$ cat src/rtl/kamus_pkg.sv
// Shared types and constants for the kamus-v core.
// Holds the fetch-stage FSM encoding and the reset-time instruction/PC values.
package kamus_pkg;

  typedef enum logic [1:0] {
    PC_ST = 2'b00,
    J_ST  = 2'b01,
    B_ST  = 2'b10
  } instr_addr_state_t;

  typedef enum logic [1:0] {
    IDLE = 2'b00,
    REQ  = 2'b01,
    WAIT = 2'b10,
    HOLD = 2'b11
  } fetch_state_t;

  localparam logic [31:0] NOP_INSTR            = 32'h0000_0013;
  localparam logic [31:0] RESET_VECTOR_DEFAULT = 32'h0000_0000;

  function automatic logic [31:0] word_align(input logic [31:0] addr);
    return {addr[31:2], 2'b00};
  endfunction

endpackage

$ cat src/rtl/kamus_next_pc.sv
// Combinational next-PC helper for the fetch stage.
// Decides whether execute redirects fetch and forms the aligned target and pc+4.
module kamus_next_pc
  import kamus_pkg::*;
(
  input  logic              redirect_valid,
  input  instr_addr_state_t addr_state,
  input  logic              branch_taken,
  input  logic [31:0]       target_addr,
  input  logic [31:0]       pc,
  output logic              redirect,
  output logic [31:0]       target_aligned,
  output logic [31:0]       pc_plus4
);

  // PC_ST never redirects; a branch only redirects when it is taken.
  assign redirect       = redirect_valid &&
                          ((addr_state == J_ST) || ((addr_state == B_ST) && branch_taken));
  assign target_aligned = word_align(target_addr);
  assign pc_plus4       = pc + 32'd4;

endmodule

$ cat src/rtl/kamus_fetch_unit.sv
// Instruction fetch stage: single-outstanding imem requests, valid/ready to decode,
// redirect on jumps/taken branches with wrong-path response dropping.
module kamus_fetch_unit
  import kamus_pkg::*;
#(
  parameter logic [31:0] RESET_VECTOR = RESET_VECTOR_DEFAULT
) (
  input  logic              clk_i,
  input  logic              rst_i,
  input  instr_addr_state_t instr_addr_state_i,
  input  logic              redirect_valid_i,
  input  logic              branch_taken_i,
  input  logic [31:0]       target_addr_i,
  output logic              imem_req_o,
  output logic [31:0]       imem_addr_o,
  input  logic              imem_gnt_i,
  input  logic              imem_rvalid_i,
  input  logic [31:0]       imem_rdata_i,
  output logic              instr_valid_o,
  input  logic              instr_ready_i,
  output logic [31:0]       instr_o,
  output logic [31:0]       instr_pc_o,
  output logic              flush_o
);

  fetch_state_t state_r, state_n_s;
  logic [31:0]  pc_r, pc_n_s;
  logic [31:0]  pc_target_r, pc_target_n_s;
  logic [31:0]  instr_r, instr_n_s;
  logic [31:0]  instr_pc_r, instr_pc_n_s;
  logic         drop_r, drop_n_s;
  logic         redirect_s;
  logic [31:0]  target_s;
  logic [31:0]  pc_plus4_s;

  kamus_next_pc u_next_pc (
    .redirect_valid (redirect_valid_i),
    .addr_state     (instr_addr_state_i),
    .branch_taken   (branch_taken_i),
    .target_addr    (target_addr_i),
    .pc             (pc_r),
    .redirect       (redirect_s),
    .target_aligned (target_s),
    .pc_plus4       (pc_plus4_s)
  );

  assign flush_o       = redirect_s & ~rst_i;
  assign imem_req_o    = (state_r == REQ);
  assign imem_addr_o   = pc_r;
  assign instr_valid_o = (state_r == HOLD);
  assign instr_o       = instr_r;
  assign instr_pc_o    = instr_pc_r;

  // Next-state and datapath update for the fetch FSM.
  always_comb begin
    state_n_s     = state_r;
    pc_n_s        = pc_r;
    pc_target_n_s = pc_target_r;
    drop_n_s      = drop_r;
    instr_n_s     = instr_r;
    instr_pc_n_s  = instr_pc_r;
    case (state_r)
      IDLE: begin
        state_n_s = REQ;
        if (redirect_s) begin
          pc_n_s = target_s;
        end else begin
          pc_n_s = pc_r;
        end
      end
      REQ: begin
        // The request address must not move before grant, so the target is parked.
        if (redirect_s) begin
          drop_n_s      = 1'b1;
          pc_target_n_s = target_s;
        end else begin
          drop_n_s      = drop_r;
        end
        if (imem_gnt_i) begin
          state_n_s = WAIT;
        end else begin
          state_n_s = REQ;
        end
      end
      WAIT: begin
        if (imem_rvalid_i) begin
          if (drop_r || redirect_s) begin
            drop_n_s  = 1'b0;
            pc_n_s    = redirect_s ? target_s : pc_target_r;
            state_n_s = REQ;
          end else begin
            instr_n_s    = imem_rdata_i;
            instr_pc_n_s = pc_r;
            state_n_s    = HOLD;
          end
        end else if (redirect_s) begin
          drop_n_s      = 1'b1;
          pc_target_n_s = target_s;
        end else begin
          state_n_s = WAIT;
        end
      end
      HOLD: begin
        // Redirect beats a simultaneous accept; the decoder kills that word via flush.
        if (redirect_s) begin
          pc_n_s    = target_s;
          state_n_s = REQ;
        end else if (instr_ready_i) begin
          pc_n_s    = pc_plus4_s;
          state_n_s = REQ;
        end else begin
          state_n_s = HOLD;
        end
      end
      default: begin
        state_n_s = IDLE;
      end
    endcase
  end

  // State and datapath registers with synchronous reset.
  always_ff @(posedge clk_i) begin
    if (rst_i) begin
      state_r     <= IDLE;
      pc_r        <= RESET_VECTOR;
      pc_target_r <= RESET_VECTOR;
      drop_r      <= 1'b0;
      instr_r     <= NOP_INSTR;
      instr_pc_r  <= RESET_VECTOR;
    end else begin
      state_r     <= state_n_s;
      pc_r        <= pc_n_s;
      pc_target_r <= pc_target_n_s;
      drop_r      <= drop_n_s;
      instr_r     <= instr_n_s;
      instr_pc_r  <= instr_pc_n_s;
    end
  end

endmodule
$ cat config.mk
export PLATFORM = sky130hd
export DESIGN_NAME = kamus_fetch_unit
export DESIGN_NICKNAME = d
export VERILOG_FILES = /design/src/rtl/kamus_pkg.sv /design/src/rtl/kamus_next_pc.sv /design/src/rtl/kamus_fetch_unit.sv
export SDC_FILE = /design/constraint.sdc
export NUM_CORES = 1
export LEC_CHECK = 0
export ABC_AREA = 0
export BUFFER_PORTS_ARGS = -buffer_cell sky130_fd_sc_hd__buf_2
export CAP_MARGIN = 0
export CORE_MARGIN = 3
export CORE_UTILIZATION = 50
export CTS_BUF_LIST = sky130_fd_sc_hd__clkbuf_4 sky130_fd_sc_hd__clkbuf_8 sky130_fd_sc_hd__clkbuf_16
export CTS_CLUSTER_SIZE = 12
export DETAILED_ROUTE_END_ITERATION = 8
export GPL_TIMING_DRIVEN = 0
export HOLD_SLACK_MARGIN = 0.06
export PLACE_DENSITY_LB_ADDON = 0.1
export SETUP_SLACK_MARGIN = 0.1
export SYNTH_ARGS = -nofsm -noshare
export SYNTH_HDL_FRONTEND = slang
export SYNTH_SLANG_ARGS = --single-unit
$ cat constraint.sdc
create_clock -name clk_i -period 3.1 [get_ports clk_i]
set_input_delay 0.465 -clock clk_i [delete_from_list [all_inputs] [get_ports clk_i]]
set_output_delay 0.465 -clock clk_i [all_outputs]
set_load 0.1 [all_outputs]
==> flow_metrics.env <==
export IMPL_core_area_um2=11600
export IMPL_fmax_mhz=363
export IMPL_setup_viol=0
export IMPL_yosysSeqAreaShare=0.436
export IMPL_cts_tree="done"
export IMPL_post_route_drc_count=0
export IMPL_wl_met2_mm=8.95
export IMPL_synth_net_count=865
export IMPL_max_stage_delay_ns=1.08
export IMPL_cts_buffers_inserted=17
export IMPL_synth_compound_area_frac=0.212
export IMPL_netlist_area_um2=6010
export IMPL_cts_root_buf="clkbuf_16"
export IMPL_fin_nets=1052
export IMPL_slowest_stage="nor4_1"
export IMPL_hold_depth=2
export IMPL_synthAdderAreaFrac=0.00416
export IMPL_area_delta_synth_final_pct=27.4
export IMPL_syn_mean_instance_area_um2=7.61
export IMPL_route_met3_wl_mm=1.76
export IMPL_start_kind="register"
export IMPL_cp_common_cell="nand4_1"
export IMPL_start_util=0.520
export IMPL_worstRegToRegCells=6
export IMPL_first_iter_violations=628
export IMPL_drt_total_wl_mm=19.7
export IMPL_grt_max_degree=17
export IMPL_antenna_left=0
export IMPL_synth_top_family_by_area="simple AND/OR/NAND/NOR gates"
export IMPL_yosys_warnings=0
export IMPL_holdCritPathClass="input port to register"
export IMPL_placement_cell_area_um2=7030
export IMPL_fin_cells=1132
export IMPL_wl_met1_mm=8.43
export IMPL_end_kind="register"
export IMPL_viasPerCell=5.74
export IMPL_p_comb_frac=0.140
export IMPL_mostFrequentLayoutCells="nand2_1, buf_2, dfxtp_1"
export IMPL_relSlewSlack=0.145
export IMPL_period_share=0.890
export IMPL_ys_types=54
export IMPL_fin_skew_ns=0.00511
export IMPL_post_cts_setup_buffers=0
export IMPL_grt_overflow=0
export IMPL_power_density_nw_per_um2=593
export IMPL_synth_cells=790
export IMPL_n_antenna_cell=0
export IMPL_io_pins=172
export IMPL_synth_top_area_share=0.436
export IMPL_power_frac_clock=0.470
export IMPL_gp_congestion=0.881
export IMPL_irDropWorstVdd_v=0.000469
export IMPL_place_detailed_instances=1101
export IMPL_grt_pass1_wl_mm=30.6
export IMPL_grt_pass1_vias=5890
export IMPL_tightestPinTransition_ns=1.27
export IMPL_final_common_cell="nand2_1"
export IMPL_placement_io_buffers=168
export IMPL_switching_share=0.276
export IMPL_clockBufferDepth=2
export IMPL_num_rows=39
export IMPL_p_switching_uw=1250
export IMPL_finalHoldViolations=0
export IMPL_rsz0062_at_grt="false"
export IMPL_outcome="complete, no violations"
export IMPL_synth_edf_count=0
export IMPL_yosysTopAreaCell="dfxtp_1"
export IMPL_synthXorXnorAreaFrac=0.0117
export IMPL_hpwlAfterDp_mm=13.8
export IMPL_cap_viol_max_count=0
export IMPL_ctsResizeCount=0
export IMPL_cts_sinks=131
export IMPL_crit_type="register to register"
export IMPL_path_cells="ha_1 > nand4_1 > nor4_1 > nand4_1 > mux2i_1 > o32ai_1"
export IMPL_internal_power_uw=3290
export IMPL_highest_layer="met4"
export IMPL_synth_area_leaders="dfxtp_1, nand2_1, a21oi_1, a211oi_1, clkbuf_1"
export IMPL_cts_hold_buf=0
export IMPL_die_area_um2=13400
export IMPL_fin_area_um2=7660
export IMPL_die_x_um=116
export IMPL_slew_violations=0
export IMPL_yosys_area_share_simple=0.263
export IMPL_detail_route_first_pass_iterations=5
export IMPL_die_y_um=116
export IMPL_final_core_util=0.662
export IMPL_muxShareOfSynthArea=0.0258
export IMPL_synth_top_flop_cell="dfxtp_1"
export IMPL_num_vias=6496
export IMPL_antenna_found_initial=0
export IMPL_final_setup_tns_ns=0
export IMPL_leakagePower_uw=0.00298
export IMPL_track_usage=0.295
export IMPL_crit_fanout=8
export IMPL_ys_ff_latch=131
export IMPL_insertion_delay_ns=0.42
export IMPL_async_reset_ff_frac=0
export IMPL_min_period_ns=2.76
export IMPL_seqPwrFrac=0.391
export IMPL_wl_per_cell_um=17.4
export IMPL_required_ns=3.38
export IMPL_h_tree_depth=4
export IMPL_clk_pin_slew_ns=0.06
export IMPL_drive_above_1_share=0.222
export IMPL_critPathArrivalTime_ns=3.04
-- kinds of logic (layout without fill, tap and decap cells) --
group	Yosys count	in the layout
AO/OA/AOI/OAI	206	206
XOR/XNOR	8	8
adder cells (fa/ha/maj)	2	2
buffers and inverters	74	273
flip-flops	131	131
multiplexers	15	15
AND/OR/NAND/NOR	354	354
-- cell usage after synthesis, types with 3 or more instances --
cell type  number
nand2_1       211
dfxtp_1       131
a21oi_1       114
clkbuf_1       49
nor2_1         42
a211oi_1       27
nor3_1         20
nand3_1        17
o21ai_0        16
inv_1          11
mux2i_1        11
buf_1          10
nand4_1        10
a21o_1          8
o32ai_1         7
and3_1          6
and4_1          6
nand3b_1        6
nor4_1          6
or2_2           6
xnor2_1         6
nor2b_1         5
nor3b_1         5
buf_2           4
mux2_2          4
a221oi_1        3
a31o_2          3
nand2b_1        3
o211ai_1        3
o31ai_1         3
or4_1           3
-- per-layer routing --
layer,up-vias,GRT usage
met3,48,0.0590
li1,3135,-
met2,313,0.465
met4,0,0.142
met5,-,0
met1,3000,0.391
-- power by group through the flow --
stage | combinational [uW] | sequential (uW) | clock, uW
floorplan | 249 | 2000 | 0
global route | 673 | 1780 | 2210
global placement | 619 | 1810 | 0
detailed placement | 622 | 1810 | 0
finish | 634 | 1770 | 2130
CTS | 627 | 1770 | 2150
-- per-stage QoR --
stage	setup slack (ns)	hold WS, ns	total power, uW
after floorplan	0.139	0.431	2250
after global placement	0.216	0.438	2430
after detailed placement	0.123	0.442	2430
after CTS	0.360	0.226	4550
after global routing	0.141	0.233	4670
final	0.342	0.235	4540
-- final timing paths --
check                                   start                           end  slack, ns
setup / recovery  imem_addr_o[3]$_SDFFE_PP0P_  imem_addr_o[30]$_SDFFE_PP0P_       0.34
hold / removal                     imem_gnt_i       state_r[0]$_SDFFE_PP0P_       0.23
setup reg to reg  imem_addr_o[3]$_SDFFE_PP0P_  imem_addr_o[30]$_SDFFE_PP0P_       0.34
hold reg to reg   instr_pc_o[27]$_SDFFE_PP0P_   instr_pc_o[27]$_SDFFE_PP0P_       0.45
-- flip-flops by register name, summed over array words and instances (netlist names) --
name	count
drop_r	1
imem_addr_o	32
instr_o	32
instr_pc_o	32
pc_target_r	32
state_r	2
-- worst max-delay path: cells and delay by family, from the launching register on --
kind / cells / cell delay, ns
flops: 1 / 0.51
fa+ha+maj: 1 / 0.31
compound gates: 1 / 0.12
mux: 1 / 0.22
simple gates: 3 / 1.44
-- layout make-up --
cell class	count	area, um2
Fill cell	1080	3910
Multi-Input combinational cell	585	3100
Sequential cell	131	2620
Timing Repair Buffer	168	841
Clock buffer	21	474
Buffer	63	241
Tap cell	143	179
Clock inverter	10	155
Inverter	11	41.3
Power figures use the tool's default switching activity.
